===== config.mk =====
export PLATFORM = sky130hd
export DESIGN_NAME = riscv_wb_arb
export DESIGN_NICKNAME = d
export VERILOG_FILES = /design/src/rtl/riscv_pipe_pkg.sv /design/src/rtl/riscv_rr_pick.sv /design/src/rtl/riscv_wb_arb.sv
export SDC_FILE = /design/constraint.sdc
export NUM_CORES = 1
export LEC_CHECK = 0
export ABC_AREA = 1
export ABC_CLOCK_PERIOD_IN_PS = 1600
export BUFFER_PORTS_ARGS = -buffer_cell sky130_fd_sc_hd__buf_2
export CAP_MARGIN = 20
export CORE_MARGIN = 2
export CORE_UTILIZATION = 40
export DETAILED_ROUTE_END_ITERATION = 6
export PLACE_DENSITY_LB_ADDON = 0.05
export SYNTH_ARGS = -nofsm -noshare
export SYNTH_HDL_FRONTEND = slang
export SYNTH_HIERARCHICAL = 1
export SYNTH_SLANG_ARGS = --single-unit

===== constraint.sdc =====
create_clock -name clk -period 1.6 [get_ports clk]
set_input_delay 0.24 -clock clk [delete_from_list [all_inputs] [get_ports clk]]
set_output_delay 0.24 -clock clk [all_outputs]
set_load 0.02 [all_outputs]

===== src/rtl/riscv_pipe_pkg.sv =====
// Shared constants and helpers for the writeback arbiter.
package riscv_pipe_pkg;

  // Default payload width of a writeback producer.
  localparam int unsigned DATA_W = 32;

  // Output slot state: IDLE means empty, FULL means mem_wb_rdy is asserted.
  typedef enum logic {
    WB_ARB_IDLE = 1'b0,
    WB_ARB_FULL = 1'b1
  } wb_arb_state_e;

  // Ceiling log2 with a floor of 1, so a 1-bit index is used even for tiny vectors.
  function automatic int unsigned clog2(input int unsigned n);
    int unsigned w;
    w = 1;
    while ((32'd1 << w) < n) begin
      w = w + 1;
    end
    return w;
  endfunction

endpackage


===== src/rtl/riscv_rr_pick.sv =====
// Combinational round-robin picker: keeps the last grant while hold_en_i allows,
// otherwise searches upward from last_grant_i + 1 with wrap-around.
module riscv_rr_pick #(
  parameter int unsigned NREQ  = 2,
  parameter int unsigned SRC_W = 1
) (
  input  logic [NREQ-1:0]  req_i,
  input  logic [SRC_W-1:0] last_grant_i,
  input  logic             hold_en_i,
  output logic [NREQ-1:0]  grant_o,
  output logic [SRC_W-1:0] grant_idx_o
);

  int unsigned      sum;
  logic [SRC_W-1:0] cand;
  logic             found;

  // Pick one requester; the search visits last_grant_i itself last so a lone requester
  // is still served after its burst expires.
  always_comb begin
    grant_o     = '0;
    grant_idx_o = '0;
    sum         = 0;
    cand        = '0;
    found       = 1'b0;
    if (hold_en_i && req_i[last_grant_i]) begin
      grant_o[last_grant_i] = 1'b1;
      grant_idx_o           = last_grant_i;
    end else begin
      for (int unsigned k = 1; k <= NREQ; k++) begin
        sum = 32'(last_grant_i) + k;
        if (sum >= NREQ) begin
          sum = sum - NREQ;
        end
        cand = SRC_W'(sum);
        if (!found && req_i[cand]) begin
          found         = 1'b1;
          grant_o[cand] = 1'b1;
          grant_idx_o   = cand;
        end
      end
    end
  end

endmodule


===== src/rtl/riscv_wb_arb.sv =====
// Round-robin writeback arbiter with a single registered output slot and bounded bursts.
// Optional macro RISCV_WB_ARB_PRIO_EN: requester 0 always wins when it is ready.
module riscv_wb_arb #(
  parameter int unsigned NREQ      = 2,
  parameter int unsigned DATA_W    = riscv_pipe_pkg::DATA_W,
  parameter int unsigned MAX_BURST = 4,
  parameter int unsigned SRC_W     = riscv_pipe_pkg::clog2(NREQ)
) (
  input  logic                     clk,
  input  logic                     rst,
  input  logic [NREQ-1:0]          req_rdy,
  output logic [NREQ-1:0]          req_ack,
  input  logic [NREQ*DATA_W-1:0]   req_data,
  output logic                     mem_wb_rdy,
  input  logic                     mem_wb_ack,
  output logic [DATA_W-1:0]        mem_wb_data,
  output logic [SRC_W-1:0]         mem_wb_src
);

  import riscv_pipe_pkg::*;

  localparam int unsigned BW = clog2(MAX_BURST + 1);
  localparam logic [BW-1:0] MaxBurstW = BW'(MAX_BURST);

  wb_arb_state_e     state_q, state_d;
  logic [DATA_W-1:0] data_q, data_d;
  logic [SRC_W-1:0]  src_q, src_d;
  logic [SRC_W-1:0]  last_q, last_d;
  logic [BW-1:0]     burst_q, burst_d;

  logic              load;
  logic              hold_en;
  logic              any_ack;
  logic [NREQ-1:0]   rr_grant;
  logic [SRC_W-1:0]  rr_idx;
  logic [NREQ-1:0]   pick_oh;
  logic [SRC_W-1:0]  pick_idx;

  assign hold_en = (burst_q < MaxBurstW);

  riscv_rr_pick #(
    .NREQ  (NREQ),
    .SRC_W (SRC_W)
  ) u_pick (
    .req_i        (req_rdy),
    .last_grant_i (last_q),
    .hold_en_i    (hold_en),
    .grant_o      (rr_grant),
    .grant_idx_o  (rr_idx)
  );

  // Final pick and acknowledge; acks are suppressed while reset is asserted.
  always_comb begin
    load = (state_q == WB_ARB_IDLE) || mem_wb_ack;
`ifdef RISCV_WB_ARB_PRIO_EN
    if (req_rdy[0]) begin
      pick_oh  = NREQ'(1);
      pick_idx = '0;
    end else begin
      pick_oh  = rr_grant;
      pick_idx = rr_idx;
    end
`else
    pick_oh  = rr_grant;
    pick_idx = rr_idx;
`endif
    req_ack = (load && !rst) ? pick_oh : '0;
    any_ack = |req_ack;
  end

  // Next-state for slot, source, rotation pointer and burst counter.
  always_comb begin
    state_d = state_q;
    data_d  = data_q;
    src_d   = src_q;
    last_d  = last_q;
    burst_d = burst_q;
    if (any_ack) begin
      state_d = WB_ARB_FULL;
      src_d   = pick_idx;
      for (int unsigned g = 0; g < NREQ; g++) begin
        if (req_ack[g]) begin
          data_d = req_data[g*DATA_W +: DATA_W];
        end
      end
      if (pick_idx == last_q) begin
        // Saturate so a lone requester never wraps back into a fresh burst.
        if (burst_q != MaxBurstW) begin
          burst_d = burst_q + 1'b1;
        end
      end else begin
        burst_d = BW'(1);
        last_d  = pick_idx;
      end
    end else if (load) begin
      state_d = WB_ARB_IDLE;
      burst_d = '0;
    end
  end

  // State registers with asynchronous reset.
  always_ff @(posedge clk or posedge rst) begin
    if (rst) begin
      state_q <= WB_ARB_IDLE;
      data_q  <= '0;
      src_q   <= '0;
      last_q  <= '0;
      burst_q <= '0;
    end else begin
      state_q <= state_d;
      data_q  <= data_d;
      src_q   <= src_d;
      last_q  <= last_d;
      burst_q <= burst_d;
    end
  end

  assign mem_wb_rdy  = (state_q == WB_ARB_FULL);
  assign mem_wb_data = data_q;
  assign mem_wb_src  = src_q;

endmodule


---- Yosys cells after proc, flatten, opt, wreduce, memory -nomap -nowiden ----
Cells that the tools add are included.
operators by class
  add/subtract/negate cells ............... 5
  reductions and logical operators ........ 15
  multiplexer cells ....................... 34
  $lt $le $gt $ge ......................... 9
  equal/unequal tests ..................... 3
  bitwise logic cells ..................... 3
operators with widths
  kind                 count
  $mux 32              2
  $mux 1               20
  $mux 3               4
  $mux 2               5
  $logic_and 1x1->1    6
  $lt 1x2->1 const B   3
  $reduce_and 2->1     3
  $reduce_bool 2->1    2
  $add 1x2->3 const B  1
  $add 3x1->3 const B  1
  $demux 1 s1          3
  $ge 1x1->1 const B   3
  $ge 3x2->1 const B   1
  $lt 3x3->1 const B   1
  $ne 3x2->1 const B   1
  $ne 3x3->1 const B   1
  $add 1x1->2 const B  1
  $ge 2x2->1 const B   1
  $logic_not 1->1      2
  $not 1->1            2
  $or 2x2->2           1
  $reduce_or 2->1      1
  $sub 1x1->1 const B  2
  $eq 1x1->1           1
  $logic_or 1x1->1     1
word-level totals
  logic and storage cells ................. 74
  input port bits ......................... 69
  output and inout bits ................... 36
  register bits ........................... 38

---- Longest topological paths before layout ----
Gate-level depths: netlist of the first run.
  depth in word-level cells ............... 17
  gate-level depth with buffers ........... 13
  gate-level depth less buffers ........... 13

---- Cells and area by module ----
Netlist of the first run, hierarchy kept.
modules (own cells, without submodules)
  module         times used  area an instance (sq um)  cells an instance
  riscv_wb_arb   1           1826.8                    222
  riscv_rr_pick  1           56.3                      14

---- Least setup slack after synthesis of the first run ----
OpenSTA, ideal clock, no wires.
  path kind ............................... input port to flip-flop
  from .................................... in rst
  to ...................................... reg data_q[10] (netlist: mem_wb_data[10])
  library setup time ...................... 77 ps
  setup slack ............................. 75 ps
  stages on the path ...................... 6
  required time ........................... 1523 ps
  arrival time ............................ 1448 ps
  cells stage by stage .................... inv_2 > nand3_4 > inv_2 > buf_4 > a21oi_1 > a21oi_1
on the way
  word-level cells in the longest chain between the ends .. 5
RTL lines
  what                                                                          RTL line             text
  from (decl)                                                                   riscv_wb_arb.sv:10   input logic rst,
  $logic_not 1->1 (no source line) *                                            -
  $logic_and 1x1->1 *                                                           riscv_wb_arb.sv:67   req_ack = (load && !rst) ? pick_oh : '0;
  $mux 2 *                                                                      riscv_wb_arb.sv:67
  named net req_ack[1]                                                          riscv_wb_arb.sv:12   output logic [NREQ-1:0] req_ack,
  $reduce_bool 2->1 (no source line) / $reduce_or 2->1 (equally long branches)  -
  $reduce_and 2->1 (no source line)                                             -
  to (signal assigned)                                                          riscv_wb_arb.sv:111  data_q <= data_d;
  to (decl)                                                                     riscv_wb_arb.sv:26   logic [DATA_W-1:0] data_q, data_d;
Mark *: on every way through the listed nets, which the timed path passes. The rest lies on a longest branch.
A chain may end at the register's enable or synchronous reset.

---- Worst setup path after layout of the first run ----
  from .................................... reg last_q
  to ...................................... out req_ack[0]
on the way
  word-level cells in the longest chain between the ends .. 14
RTL lines
  what                                                                   RTL line                                  text
  from (decl)                                                            riscv_wb_arb.sv:28                        logic [SRC_W-1:0] last_q, last_d;
  from (signal assigned)                                                 riscv_wb_arb.sv:113                       last_q <= last_d;
  $add 1x1->2                                                            riscv_rr_pick.sv:31                       sum = 32'(last_grant_i) + k;
  $ge 2x2->1 / $sub 1x1->1 (equally long branches)                       riscv_rr_pick.sv:32, riscv_rr_pick.sv:33
  $mux 1                                                                 riscv_rr_pick.sv:32                       if (sum >= NREQ) begin
  $mux 1                                                                 riscv_rr_pick.sv:26                       if (hold_en_i && req_i[last_grant_i]) begin
  $lt 1x2->1 (implied by the code) / $ge 1x1->1 (equally long branches)  riscv_rr_pick.sv:38                       grant_o[cand] = 1'b1;
  $logic_and 1x1->1 (implied by the code)                                riscv_rr_pick.sv:38
  $mux 1 (implied by the code)                                           riscv_rr_pick.sv:38
  $demux 1 s1                                                            -
  $mux 2                                                                 riscv_rr_pick.sv:36                       if (!found && req_i[cand]) begin
  $mux 2                                                                 riscv_rr_pick.sv:26
  $or 2x2->2 (no source line)                                            -
  $mux 2                                                                 riscv_rr_pick.sv:36
  $mux 2 *                                                               riscv_rr_pick.sv:26
  named net pick_oh[0]                                                   riscv_wb_arb.sv:36                        logic [NREQ-1:0] pick_oh;
  $mux 2 *                                                               riscv_wb_arb.sv:67
  to (decl)                                                              riscv_wb_arb.sv:12
Mark *: on every way through the listed nets, which the timed path passes. The rest lies on a longest branch. The select of a mux whose other input is x is not followed.

==> metrics.md, run 1 <==
| Metric | Value |
|---|---|
| Yosys cell types | 17 |
| FMAX | a little over 600 MHz |
| PD cells | approximately 1400 nW/um^2 |
| Min Tclk post-route | 1.610 ns |
| Detail Route Antenna Nets | 0 |
| H-tree depth | 2 |
| Syn Nets | 307 |
| Ordered list of cells on the worst path | buf_6 > nand3_1 > nand2_1 > nor2_2 > nand3_2 > inv_2 > buf_6 |
| Clock tree buffer depth | 2 |
| Fin. Hold Viols | 0 |
| Fill count | between 300 and 400 |
| Largest net degree at the start of global routing | 26 |
| Final Worst Setup Slack | -0.01040 ns |
| Maxcap violations | 0 |
| Avg Vias per Cell | just under 5 |
| Crit-path max FO | 3 |
| Max-slew violations | 0 |
| Placed cell area | 2556 sq um |
| Ports | ~110 |
| Initial core utilization | 0.4237 |
| Gr ovfl total | 0 |
| Setup WS pre-CTS | 0.01790 ns |
| Critical Path RT | around 1.4 ns |
| HP Class | input port to asynchronous set/reset pin |
| CP Launch Type | flop |
| Fin crit share | 1.007 |
| Hpwl dp | around 3.6 mm |
| GPL Wtd Cong | roughly 0.82 |
| CP max-delay cell | dfrtp_1 |
| CP endpoint kind | primary output |
| Leak | 1.578 nW |
| Row cnt | 24 |
| Synthesized area per cell | roughly 8.0 sq um |
| Ys Warns | 6 |
| Final setup fails | 1 |
| Area grow syn2layout | 63.65% |
| Layout cell share with drive strength beyond 1 | 0.5110 |
| WP buf/inv | 3 |
| Clock transition at path regs | 0.07 ns |
| Vias | roughly 2000 |
| # clock sinks | 38 |
| Reg2reg start | last_q |
| DIE AREA | 5272 sq um |
| Worst vdd ir | approximately 0.73 mV |
| Mapped cell area | about 1900 sq um |
| Status | finished with violations |
| Clk root buf | clkbuf_8 |
| CP arrival | between 1 and 1.5 ns |
| Crit-path leading delay family | flip-flops |
| Number of synthesized register bits | 38 |
| CP Launch Point | last_q |
| CP peak stage delay | around 0.4 ns |
| Drt total wl | between 5 and 6 mm |
| Worst-Margin Slew | 0.3209 ns |
| Die Wd | about 73 um |
| Type of the worst setup path | flop to primary output |
| Chip Height | between 70 and 80 um |
| First-pass GRT wire length | about 7.9 mm |
| Most frequent CP cell | buf_6 |
| TritonCTS clock tree | yes |
| Clock Latency Late Sink | between 0.2 and 0.3 ns |
| Inserted Clock Buffers | 5 |
| Number of hold buffers added after CTS | 0 |
| Sequential fraction of the synthesis area | 0.5050 |
| Drt first-iter violations | between 60 and 70 |
| Skew final | between 0.008 and 0.009 ns |
| Net count, final | 432 |
| Slew margin rel. | 0.7861 |
| Finished Cell Area | between 3000 and 4000 sq um |
| RSZ-0062 raised after global routing | true |
| Gr usage total | 0.1932 |
| Number of I/O port buffers | between 100 and 150 |
| Number of global-route vias before repair | between 1500 and 2000 |
| Wire per inst | around 13 um |
| Violated checks | setup timing |
| Initial antenna violation count | 0 |
| Core area | 4444 sq um |
| Cells after Synth | between 200 and 250 |
| Pre-antenna DRT Iters | 4 |
| DRC viols | 0 |
| N_diodes | 0 |
## area by class of cell
cell class | count | area, sq um | share of cell area
clock buffer | 6 | 82.58 | 0.02680
clock inverter | 2 | 60.06 | 0.01949
inverter | 13 | 53.80 | 0.01746
multi-input combinational | 173 | 972.2 | 0.3155
sequential | 38 | 950.9 | 0.3086
tap | 52 | 65.06 | 0.02111
timing repair buffer | 130 | 897.1 | 0.2911
## tightest hold or removal path, stage by stage
cell and delay (ns):
buf_2 0.10, inv_2 0.13, buf_4 0.24
## what timing repair did
| item | in CTS | in global routing |
|---|---|---|
| buffers inserted | 3 | 5 |
| setup endpoints to repair | 4 | 40 |
| resized for setup | 8 | 54 |
| gates cloned | 0 | 5 |
| pin swaps | 3 | 11 |
## stage by stage
step | cells | utilization | hold WS, ns | setup TNS, ns | power [W]
6_report | 414 | 0.6934 | 0.07032 | -0.01040 | 0.004441
5_1_grt | 414 | 0.6934 | 0.08267 | -1.515 | 0.004740
4_1_cts | 405 | 0.6160 | 0.05694 | -1.148 | 0.004191
3_5_place_dp | 394 | 0.5752 | 0.3736 | 0 | 0.003138
3_3_place_gp | 394 | 0.5752 | 0.3684 | 0 | 0.003117
2_1_floorplan | 236 | - | 0.2547 | 0 | 0.002499
## cell families (layout without fill, tap and decap cells)
kind of cell	count (synthesis)	count (layout)	share of synthesized area
flops	38	38	0.5050
buf+inv	25	151	0.06179
fa+ha+maj	2	2	0.01329
compound gates	67	67	0.1867
simple gates	103	103	0.2286
xor+xnor	1	1	0.004652
## cell usage in the layout, fill, tap and decap left out, drive strengths merged
| master | synthesis | final |
|---|---|---|
| o21ai | 1 | 1 |
| o211ai | 1 | 1 |
| clkbuf | 0 | 10 |
| ha | 2 | 2 |
| a21oi | 65 | 65 |
| nand3 | 7 | 7 |
| bufinv | 0 | 2 |
| nand2 | 58 | 58 |
| inv | 13 | 13 |
| nor2 | 37 | 37 |
| dfrtp | 38 | 38 |
| xor2 | 1 | 1 |
| buf | 12 | 126 |
| or2 | 1 | 1 |
## state kept, by name, indices dropped and copies added, names as in the netlist
| name | count |
|---|---|
| mem_wb_rdy | 1 |
| mem_wb_data | 32 |
| burst_q | 3 |
| mem_wb_src | 1 |
| last_q | 1 |
## synthesized netlist by cell type, drive strengths merged
cell type,count,area [sq um]
ha,2,25.02
dfrtp,38,950.9
nor2,37,138.9
o211ai,1,21.27
or2,1,6.260
nand3,7,52.55
o21ai,1,5.000
a21oi,65,325.3
buf,12,67.56
nand2,58,232.7
inv,13,48.80
xor2,1,8.760
## per-layer routing
layer,vias to the layer above,wire [um],GRT usage
met5,-,0,0
met4,0,75,0.07407
met3,7,298,0.05110
met2,61,2687,0.3202
met1,911,2338,0.2413
li1,1022,-,-
## path summary, 6_finish.rpt
path	endpoint	slack, ns	depth (start not counted)
min reg2reg	mem_wb_src	0.50	2
min	mem_wb_data[23]	0.07	3
max	req_ack[0]	-0.01	7
max in group asynchronous	burst_q[1]	1.23	3
max reg2reg	burst_q[0]	0.02	11
min in group clk	mem_wb_data[9]	0.18	3
## power by group
part	switching (W)	total (W)	internal (W)
Clock	0.000337	0.00100	0.000665
Sequential	0.000177	0.00147	0.00129
Combinational	0.00115	0.00197	0.000820
Total	0.00167	0.00444	0.00277
Power figures use the tool's default switching activity.
==> run 2: changes to the inputs <==
- CELL_PAD_IN_SITES_DETAIL_PLACEMENT: unset -> 1
- CELL_PAD_IN_SITES_GLOBAL_PLACEMENT: unset -> 1
- CORE_UTILIZATION: 40 -> 27
- HOLD_SLACK_MARGIN: unset -> 0.03
==> run 2 against run 1 <==
The flow still finishes with violations (setup timing); highest routed layer unchanged; total power shrank 5.6%; clock-buffer cell count is 1 higher; setup slack worse by 0.028 ns; core utilization is 25 points lower; via count up 2.1%; clock power fell by 19%; hold slack improved by 0.12 ns.
==> metrics.md, run 2 (same netlist as run 1, synthesis figures left out) <==
| Metric | Value |
|---|---|
| Ports | 105 (unchanged) |
| Clock tree buffer depth | 2 (unchanged) |
| Met1 wire length | 2.770 mm (was 2.338 mm) |
| DR WL met3 | 299 um (was 298 um) |
| Clock transition at path regs | 0.07 ns (about the same) |
| DRC viols | 0 (unchanged) |
| Non-Filler Instances | 443 (was 414) |
| Initial antenna violation count | 0 (unchanged) |
| Reg2Reg Depth | 11 (unchanged) |
| H-tree depth | 2 (unchanged) |
| Crit-path max FO | 7 (was 3) |
| Hpwl dp | 4.630 mm (was 3.646 mm) |
| Commonest non-fill, non-tap cell in the layout | buf_2 (unchanged) |
| Fin util | 0.4431 (was 0.6934) |
| Worst vdd ir | 0.4472 mV (was 0.7320 mV) |
| Setup WS pre-CTS | -0.09800 ns (was 0.01790 ns) |
| Power share of the clock group | 0.192 (was 0.226) |
| Avg Vias per Cell | 4.614 (was 4.833) |
| Pre-antenna DRT Iters | 4 (unchanged) |
| Chip Height | 87.51 um (was 72.61 um) |
| Detail Route Antenna Nets | 0 (unchanged) |
| Area grow syn2layout | 59.00% (was 63.65%) |
| Final Worst Setup Slack | -0.03793 ns (was -0.01040 ns) |
| Row cnt | 30 (was 24) |
| Gr ovfl total | 0 (unchanged) |
| NetSw | 0.001669 W (was 0.001668 W) |
| Wire per inst | 14.41 um (was 13.04 um) |
| Worst-Margin Slew | 0.4572 ns (was 0.3209 ns) |
| Fin. Hold Viols | 0 (unchanged) |
| Min Tclk post-route | 1.638 ns (was 1.610 ns) |
| Skew final | 0.006896 ns (was 0.008770 ns) |
| Number of I/O port buffers | 104 (unchanged) |
| Routed wl met2 | 3.277 mm (was 2.687 mm) |
| Type of the worst setup path | flop to flop (was flop to primary output) |
| HP Class | input port to flop (was input port to asynchronous set/reset pin) |
| N_diodes | 0 (unchanged) |
| CP arrival | 1.81 ns (was 1.37 ns) |
| RSZ-0062 raised after global routing | true (unchanged) |
| Drt first-iter violations | 62 (was 68) |
| Leak | 1.542 nW (was 1.578 nW) |
| Largest net degree at the start of global routing | 35 (was 26) |
| Int Power | 0.002521 W (was 0.002773 W) |
| Worst hold slack | 0.1936 ns (was 0.07032 ns) |
| Fin crit share | 1.024 (was 1.007) |
| Clk root buf | clkbuf_8 (unchanged) |
| Core area | 6756 sq um (was 4444 sq um) |
| TritonCTS clock tree | yes (unchanged) |
| Net count, final | 433 (was 432) |
| Clock Latency Late Sink | 0.29 ns (about the same) |
| PD cells | 1400 nW/um^2 (was 1441 nW/um^2) |
| Total negative slack | -0.09070 ns (was -0.01040 ns) |
| CP endpoint kind | flop (was primary output) |
| Final setup fails | 3 (was 1) |
| Top Metal Used | met4 (unchanged) |
| DIE AREA | 7658 sq um (was 5272 sq um) |
| Drt total wl | 6.384 mm (was 5.400 mm) |
| Sequential share of power | 0.349 (was 0.330) |
| Slew margin rel. | 0.6952 (was 0.7861) |
| Inserted Clock Buffers | 5 (unchanged) |
| Gr usage total | 0.1662 (was 0.1932) |
| # clock sinks | 38 (unchanged) |
| CP Launch Type | flop (unchanged) |
| Vias | 2044 (was 2001) |
| Die Wd | 87.51 um (was 72.61 um) |
| GPL Wtd Cong | 0.7991 (was 0.8217) |
| Number of global-route vias before repair | 2038 (was 1776) |
| Violated checks | setup timing (unchanged) |
| Max-slew violations | 0 (unchanged) |
| First-pass GRT wire length | 9.846 mm (was 7.900 mm) |
| Leading cell types in the layout, fill and taps excluded | 102 x buf_2, 52 x nand2_1, 48 x a21oi_1 (was 102 x buf_2, 52 x nand2_1, 38 x dfrtp_1) |
| Layout cell share with drive strength beyond 1 | 0.4683 (was 0.5110) |
| Comb pwr share | 0.459 (was 0.444) |
| Sw frac | 0.3984 (was 0.3755) |
| Max reg flops | 32 (unchanged) |
| FMAX | 610.5 MHz (was 621.0 MHz) |
| Maxcap violations | 0 (unchanged) |
| Hold path depth | 3 |
| Initial core utilization | 0.2787 (was 0.4237) |
| Cell total after placement | 427 (was 394) |
| Status | finished with violations (unchanged) |
| Critical Path RT | 1.77 ns (was 1.36 ns) |
-- run 2: changes by cell type in the layout (fill, tap and decap cells not counted), moves of 3 or more --
cell / previous run / this run
a21oi_2: 26 / 16
clkbuf_16: 4 / 1
nor2_2: 4 / 1
a21oi_1: 36 / 48
-- run 2: final timing paths --
kind | startpoint | endpoint | slack (ns)
worst max-delay path | burst_q[2] | burst_q[2] | -0.04
worst min-delay path | req_data[26] | mem_wb_data[26] | 0.19
worst max register to register | burst_q[2] | burst_q[2] | -0.04
worst min register to register | mem_wb_src | mem_wb_src | 0.49
max in group asynchronous | rst | mem_wb_data[1] | 0.87
min in group asynchronous | rst | mem_wb_data[31] | 0.21
-- run 2: repair_timing --
action | CTS | global route
pin swaps | 7 | 10
setup endpoints to repair | 37 | 39
setup buffers | 6 | 0
resized for setup | 19 | 36
hold endpoints to repair | 4 | 0
hold buffers | 1 | 0
gates cloned | 1 | 1
-- run 2: layout make-up --
class / count / area [sq um]
timing repair buffer: 131 / 860.8
clock inverter: 1 / 30.03
clock buffer: 7 / 76.32
sequential: 38 / 950.9
inverter: 13 / 56.30
tap: 80 / 100.1
fill: 851 / 3762
multi-input combinational: 173 / 919.6
-- run 2: layer usage --
metal,vias up,track usage
met3,5,0.03412
met1,970,0.2160
li1,1014,-
met5,-,0
met2,55,0.2872
met4,0,0.03357
-- run 2: power by group through the flow --
stage          clock network (W)  logic [W]  registers (W)
5_1_grt                 0.000880    0.00211        0.00151
2_1_floorplan                  0   0.000628        0.00187
6_report                0.000805    0.00192        0.00146
3_3_place_gp                   0    0.00173        0.00147
4_1_cts                 0.000844    0.00185        0.00146
3_5_place_dp                   0    0.00175        0.00148
-- run 2: worst max-delay path: stages, from the launching register on --
cell	delay (ns)
dfrtp_1	0.39
inv_2	0.08
nand3_1	0.08
nand2_1	0.11
nor2_4	0.06
buf_6	0.11
o211ai_4	0.20
buf_6	0.17
buf_12	0.12
nor2_1	0.04
nand3_1	0.09
nand2_2	0.07
-- run 2: through the flow --
step                      instance area [sq um]  total power, W
after detailed placement                   2604        0.003226
after global routing                       2994        0.004500
after CTS                                  2844        0.004156
final                                      2994        0.004190
after floorplan                            1883        0.002499
after global placement                     2604        0.003198
